`src/rtl/data_memory_lsu_pkg.sv`:
```
// Shared definitions for the data memory load/store unit: funct3 encodings and FSM states.
package data_memory_lsu_pkg;

    localparam logic [2:0] F3_B  = 3'd0;
    localparam logic [2:0] F3_H  = 3'd1;
    localparam logic [2:0] F3_W  = 3'd2;
    localparam logic [2:0] F3_BU = 3'd4;
    localparam logic [2:0] F3_HU = 3'd5;

    typedef enum logic {
        ST_INIT,
        ST_READY
    } state_t;

endpackage

```
`src/rtl/data_memory_lsu_lane_align.sv`:
```
// Combinational lane logic: store replication and byte enables, access-fault decode,
// and load lane extraction with sign/zero extension of the registered read word.
module data_memory_lsu_lane_align
    import data_memory_lsu_pkg::*;
(
    input  logic        i_we,
    input  logic [2:0]  i_funct3,
    input  logic [1:0]  i_lane,
    input  logic [31:0] i_wdata,
    output logic [31:0] o_wdata,
    output logic [3:0]  o_be,
    output logic        o_fault,
    input  logic [2:0]  i_rsp_funct3,
    input  logic [1:0]  i_rsp_lane,
    input  logic [31:0] i_rword,
    output logic [31:0] o_rdata
);

    logic        w_illegal;
    logic        w_misaligned;
    logic [7:0]  w_byte;
    logic [15:0] w_half;

    always_comb begin
        o_wdata      = i_wdata;
        o_be         = 4'b0000;
        w_illegal    = 1'b0;
        w_misaligned = 1'b0;
        case (i_funct3)
            F3_B: begin
                o_wdata = {4{i_wdata[7:0]}};
                o_be    = 4'b0001 << i_lane;
            end
            F3_H: begin
                o_wdata      = {2{i_wdata[15:0]}};
                o_be         = i_lane[1] ? 4'b1100 : 4'b0011;
                w_misaligned = i_lane[0];
            end
            F3_W: begin
                o_be         = 4'b1111;
                w_misaligned = |i_lane;
            end
            // Unsigned variants exist only for loads.
            F3_BU: w_illegal = i_we;
            F3_HU: begin
                w_illegal    = i_we;
                w_misaligned = i_lane[0];
            end
            default: w_illegal = 1'b1;
        endcase
        o_fault = w_illegal | w_misaligned;
    end

    assign w_byte = i_rword[{i_rsp_lane, 3'b000} +: 8];
    assign w_half = i_rsp_lane[1] ? i_rword[31:16] : i_rword[15:0];

    always_comb begin
        o_rdata = i_rword;
        case (i_rsp_funct3)
            F3_B:    o_rdata = {{24{w_byte[7]}}, w_byte};
            F3_H:    o_rdata = {{16{w_half[15]}}, w_half};
            F3_BU:   o_rdata = {24'h0, w_byte};
            F3_HU:   o_rdata = {16'h0, w_half};
            default: o_rdata = i_rword;
        endcase
    end

endmodule

```
`src/rtl/data_memory_lsu.sv`:
```
// Byte-addressable data memory with req/rsp handshake, fixed 1-cycle latency,
// fault flagging, and a self zero-fill sequence after every reset.
module data_memory_lsu
    import data_memory_lsu_pkg::*;
#(
    parameter int          DEPTH_WORDS = 64,
    parameter logic [31:0] BASE_ADDR   = 32'h0000_0000
) (
    input  logic        clk,
    input  logic        rst,
    input  logic        i_req_valid,
    output logic        o_req_ready,
    input  logic        i_req_we,
    input  logic [2:0]  i_req_funct3,
    input  logic [31:0] i_req_addr,
    input  logic [31:0] i_req_wdata,
    output logic        o_rsp_valid,
    output logic [31:0] o_rsp_rdata,
    output logic        o_rsp_err,
    output logic        o_init_done
);

    localparam int          IDX_W = $clog2(DEPTH_WORDS);
    localparam logic [31:0] SPAN  = 32'(DEPTH_WORDS * 4);

    state_t             r_state;
    state_t             w_state_next;
    logic [IDX_W-1:0]   r_init_cnt;
    logic [IDX_W-1:0]   w_init_cnt_next;

    logic [31:0]        r_mem [0:DEPTH_WORDS-1];
    logic [31:0]        r_rword;

    logic               r_rsp_valid;
    logic               r_rsp_err;
    logic               r_rsp_ld;
    logic [2:0]         r_rsp_funct3;
    logic [1:0]         r_rsp_lane;

    logic [31:0]        w_off;
    logic               w_in_range;
    logic [IDX_W-1:0]   w_idx;
    logic               w_accept;
    logic               w_align_fault;
    logic               w_fault;
    logic               w_st_en;
    logic [31:0]        w_st_data;
    logic [3:0]         w_st_be;
    logic [31:0]        w_ld_data;

    logic [IDX_W-1:0]   w_wr_idx;
    logic [3:0]         w_wr_be;
    logic [31:0]        w_wr_data;

    assign w_off      = i_req_addr - BASE_ADDR;
    assign w_in_range = (i_req_addr >= BASE_ADDR) && (w_off < SPAN);
    assign w_idx      = w_off[IDX_W+1:2];
    assign w_accept   = i_req_valid && (r_state == ST_READY);
    assign w_fault    = !w_in_range || w_align_fault;
    assign w_st_en    = w_accept && i_req_we && !w_fault;

    data_memory_lsu_lane_align u_lane_align (
        .i_we         (i_req_we),
        .i_funct3     (i_req_funct3),
        .i_lane       (w_off[1:0]),
        .i_wdata      (i_req_wdata),
        .o_wdata      (w_st_data),
        .o_be         (w_st_be),
        .o_fault      (w_align_fault),
        .i_rsp_funct3 (r_rsp_funct3),
        .i_rsp_lane   (r_rsp_lane),
        .i_rword      (r_rword),
        .o_rdata      (w_ld_data)
    );

    always_ff @(posedge clk or posedge rst) begin
        if (rst) begin
            r_state    <= ST_INIT;
            r_init_cnt <= '0;
        end else begin
            r_state    <= w_state_next;
            r_init_cnt <= w_init_cnt_next;
        end
    end

    always_comb begin
        w_state_next    = r_state;
        w_init_cnt_next = r_init_cnt;
        if (r_state == ST_INIT) begin
            w_init_cnt_next = r_init_cnt + 1'b1;
            if (r_init_cnt == IDX_W'(DEPTH_WORDS - 1))
                w_state_next = ST_READY;
        end
    end

    // Single write port shared by the zero-fill sequence and stores.
    always_comb begin
        w_wr_idx  = w_idx;
        w_wr_be   = w_st_en ? w_st_be : 4'b0000;
        w_wr_data = w_st_data;
        if (r_state == ST_INIT) begin
            w_wr_idx  = r_init_cnt;
            w_wr_be   = 4'b1111;
            w_wr_data = 32'h0;
        end
    end

    always_ff @(posedge clk) begin
        for (int b = 0; b < 4; b++) begin
            if (w_wr_be[b])
                r_mem[w_wr_idx][b*8 +: 8] <= w_wr_data[b*8 +: 8];
        end
        r_rword <= r_mem[w_idx];
    end

    always_ff @(posedge clk or posedge rst) begin
        if (rst) begin
            r_rsp_valid  <= 1'b0;
            r_rsp_err    <= 1'b0;
            r_rsp_ld     <= 1'b0;
            r_rsp_funct3 <= 3'd0;
            r_rsp_lane   <= 2'd0;
        end else begin
            r_rsp_valid  <= w_accept;
            r_rsp_err    <= w_accept && w_fault;
            r_rsp_ld     <= w_accept && !i_req_we && !w_fault;
            r_rsp_funct3 <= i_req_funct3;
            r_rsp_lane   <= w_off[1:0];
        end
    end

    assign o_req_ready = (r_state == ST_READY);
    assign o_init_done = (r_state == ST_READY);
    assign o_rsp_valid = r_rsp_valid;
    assign o_rsp_err   = r_rsp_err;
    assign o_rsp_rdata = r_rsp_ld ? w_ld_data : 32'h0;

endmodule

```
`config.mk`:
```
export PLATFORM = sky130hd
export DESIGN_NAME = data_memory_lsu
export DESIGN_NICKNAME = d
export VERILOG_FILES = /design/src/rtl/data_memory_lsu_pkg.sv /design/src/rtl/data_memory_lsu_lane_align.sv /design/src/rtl/data_memory_lsu.sv
export SDC_FILE = /design/constraint.sdc
export NUM_CORES = 2
export LEC_CHECK = 0
export ABC_CLOCK_PERIOD_IN_PS = 9300
export CAP_MARGIN = 15
export CORE_ASPECT_RATIO = 1.75
export CORE_MARGIN = 1.5
export CORE_UTILIZATION = 48
export CTS_CLUSTER_SIZE = 12
export DETAILED_ROUTE_END_ITERATION = 6
export HOLD_SLACK_MARGIN = 0.08
export PLACE_DENSITY = 0.67
export SLEW_MARGIN = 0
export SYNTH_ARGS = -nofsm -noshare
export SYNTH_HDL_FRONTEND = slang
export SYNTH_SLANG_ARGS = --single-unit
export TNS_END_PERCENT = 100
```
`constraint.sdc`:
```
create_clock -name clk -period 9.3 [get_ports clk]
set_clock_uncertainty 0.2 [all_clocks]
set_input_delay 1.86 -clock clk [delete_from_list [all_inputs] [get_ports clk]]
set_output_delay 1.86 -clock clk [all_outputs]
set_load 0.005 [all_outputs]
```
==> results.tsv <==
stage	metric	value	unit
finish	stdcell_count	6453	
floorplanning	design.die.area	0.173	mm2
sta	max_freq	0.174	GHz
clocking	post-cts-setup-buffer-count	0	
critical_path	cp.arrival	5990	ps
logic_synthesis	synth_top_family_by_area	multiplexers	
drt	viasPerCell	6.62	
global_routing	grt_use_total	28.7	%
logic_synthesis	yosysMostFrequentCell	edfxtp_1	
placed_design	routabilityCongestion	0.947	
drt	antenna_left	0	
placed_design	pre_cts_ws	2990	ps
logic_synthesis	synth-compound-area-share	3.30	%
finish	area_growth	10.9	%
finish	layout-drive-gt1-share	20.5	%
critical_path	path_max_fanout	64	
logic_synthesis	synth_adder_area_share	0.0153	%
critical_path	worst-path-buf-inv	2	
drt	vias	42700	
placed_design	dpl.cell_count	6174	
logic_synthesis	synth_area_per_cell	20.4	um2
drt	post_drt_wl_per_cell	38.3	um
floorplanning	num_rows	200	
critical_path	end_kind	flip-flop	
logic_synthesis	ys_seq_area_share	76.6	%
job	maxCapViolations	0	
logic_synthesis	synth_top_area_share	75.4	%
clocking	cts_repair_resize_count	0	
clocking	hold_buffers	0	
finish	design_area	0.0905	mm2
sta	hold_viol	0	
floorplanning	die_y	548	um
clocking	clock_sinks	2095	
critical_path	cp-start-kind	primary input	
floorplanning	initial_utilization	48.2	%
placed_design	portBuffers	106	
pwr	power.leakage	0.0243	uW
clocking	htreeDepth	4	
clocking	cts_tree	yes	
sta	maxSlewViolCount	0	
critical_path	critPathKind	in -> reg	
critical_path	critPathRequiredTime	9560	ps
logic_synthesis	synth_area_leaders	edfxtp_1 (75%), mux4_2 (13%), nor2_1 (1.5%), mux2i_1 (1.2%), o22ai_1 (1.1%)	
run_status	violations	DRC	
logic_synthesis	synth_edf_count	2048	
critical_path	path_cells	clkdlybuf4s50_1, nand2_1, nand4_1, a211oi_4, a31oi_4, buf_4, nor2_1	
clocking	clockBufferDepth	4	
logic_synthesis	ys_warn_count	0	
critical_path	critPathTopFamily	simple AND/OR/NAND/NOR gates	
clocking	clock-root-buffer	clkbuf_16	
logic_synthesis	synthCells	3993	
run_status	run_status	finished, violations left	
drt	routed_wirelength	247	mm
pwr	irDropWorstVdd	146	uV
clocking	clk_pin_slew	60	ps
global_routing	overflow	0	
critical_path	critPathMaxStageDelay	830	ps
global_routing	grt_start_max_net_pins	127	
logic_synthesis	ys.flop_type	edfxtp_1	
finish	num-nets-final	4227	
sta	fin_ws	3570	ps
sta	fin_crit	5730	ps
logic_synthesis	synthMuxAreaShare	14.9	%
sta	tightest_slew	1290	ps
logic_synthesis	yosys.area_share.simple	3.35	%
logic_synthesis	syn_nets	4065	
logic_synthesis	ys_seq_elements	2095	
sta	relSlewSlack	13.5	%
logic_synthesis	synthXorXnorAreaFrac	0.0537	%
sta	setup_tns	0	ps
finish	fin_util	53.5	%
clocking	insertion_delay	870	ps
pwr	power.density	199	mW/mm2
sta	setup_viol	0	
placed_design	hpwl	157	mm
global_routing	grt_pass1_wl	339	mm
logic_synthesis	yosys-top-cells-count	edfxtp_1 (2,048), mux4_2 (477), nor2_1 (336)	
logic_synthesis	synth.cell_area	0.0816	mm2
global_routing	grt_pass1_vias	42400	
floorplanning	die_w	315	um
drt	dr.pass1.iters	7	
critical_path	cp_slowest_cell	clkdlybuf4s50_1	
sta	fin_crit_sh	61.6	%
worst_hold_path	min_path_type	reg -> reg	
drt	drt_iter0_markers	6065	
logic_synthesis	synth_top_area_cell	edfxtp_1	
logic_synthesis	yosysUniqueCellTypes	63	
drt	drcViolationCount	5	
logic_synthesis	synthArstFlopShare	0.716	%
floorplanning	io_pins	107	
placed_design	place_area	0.0850	mm2
global_routing	antenna_found_initial	22	
floorplanning	core_area	0.169	mm2
clocking	cts_buffers	201	
sta	rsz0062_at_grt	no	
area by class of cell:
cell class              count  area, um2
fillers                 13000      78700
flip-flops and latches   2095      62500
multi-input cells        1645      17900
clock buffers             253       5320
well taps                2222       2780
repair buffers            187       1730
inverters                  25       93.8
diodes                     21       52.6
clock inverters             5       46.3
power breakdown:
part	switching [uW]	leakage (uW)	total [uW]	internal [uW]
Sequential	24.6	0.0154	10200	10200
Clock	3270	0.00261	7220	3950
Combinational	364	0.00625	559	194
path summary, 6_finish.rpt:
path,startpoint,endpoint,slack (ps),cells past startpoint
max,i_req_funct3[2],r_mem[27][18],3570,7
min,r_init_cnt[2],r_init_cnt[2],330,1
max reg2reg,o_init_done,r_mem[16][0],5130,5
min reg2reg,r_init_cnt[2],r_init_cnt[2],330,1
max in group asynchronous,rst,o_rsp_err,7200,2
min in group asynchronous,rst,r_init_cnt[1],1210,2
per-stage QoR:
step / hold slack, ps / power (uW)
after floorplan: 260 / 10800
after global placement: 287 / 11000
after detailed placement: 297 / 11000
after CTS: 312 / 18000
after global routing: 342 / 18400
final: 329 / 18000
logic make-up after synthesis:
| group | after synthesis |
|---|---|
| XOR/XNOR | 5 |
| AO/OA/AOI/OAI | 395 |
| flip-flops | 2095 |
| multiplexers | 612 |
| adder cells (fa/ha/maj) | 1 |
| buffers and inverters | 253 |
| AND/OR/NAND/NOR | 632 |
state kept, by name, indices dropped and copies added, names as in the netlist:
name          count
r_rsp_funct3      3
r_rsp_ld          1
r_init_cnt        6
r_rword          32
r_mem          2048
o_rsp_err         1
r_rsp_lane        2
o_rsp_valid       1
o_init_done       1
worst reg2reg max path, stage by stage (launching register included):
cell and delay, ps:
dfrtp_1 540, buf_4 450, mux2_2 430, nor2_1 500
nand2_1 760, nor2_1 890
routing by layer:
metal | vias up | routed length, um | GRT usage, %
li1 | 16700 | - | -
met1 | 22200 | 81200 | 34.7
met2 | 3087 | 119000 | 45.6
met3 | 692 | 25400 | 6.16
met4 | 16 | 21900 | 21.5
met5 | - | 107 | 0
cell usage in the layout, fill, tap and decap left out, types with 9 or more instances in the layout:
master / netlist / routed
o22ai_1: 145 / 145
nor4_1: 34 / 34
buf_4: 28 / 76
clkdlybuf4s50_1: 0 / 100
nor2b_1: 22 / 20
o22a_1: 16 / 16
mux4_2: 477 / 477
mux2i_1: 101 / 101
o21ai_0: 35 / 35
nand3_1: 25 / 25
diode_2: 0 / 21
o221ai_1: 27 / 27
a21oi_1: 61 / 50
a211oi_4: 1 / 9
dfxtp_1: 32 / 32
a22oi_1: 26 / 26
nor3_1: 24 / 23
mux2_2: 34 / 34
nand2b_1: 14 / 13
dfrtp_1: 15 / 15
nor2_1: 336 / 329
clkbuf_1: 67 / 47
inv_1: 22 / 22
a21oi_4: 0 / 11
nand2_1: 132 / 132
a211oi_1: 31 / 23
edfxtp_1: 2048 / 2048
clkbuf_16: 0 / 205
No activity file was read; power rests on OpenSTA's default activity.
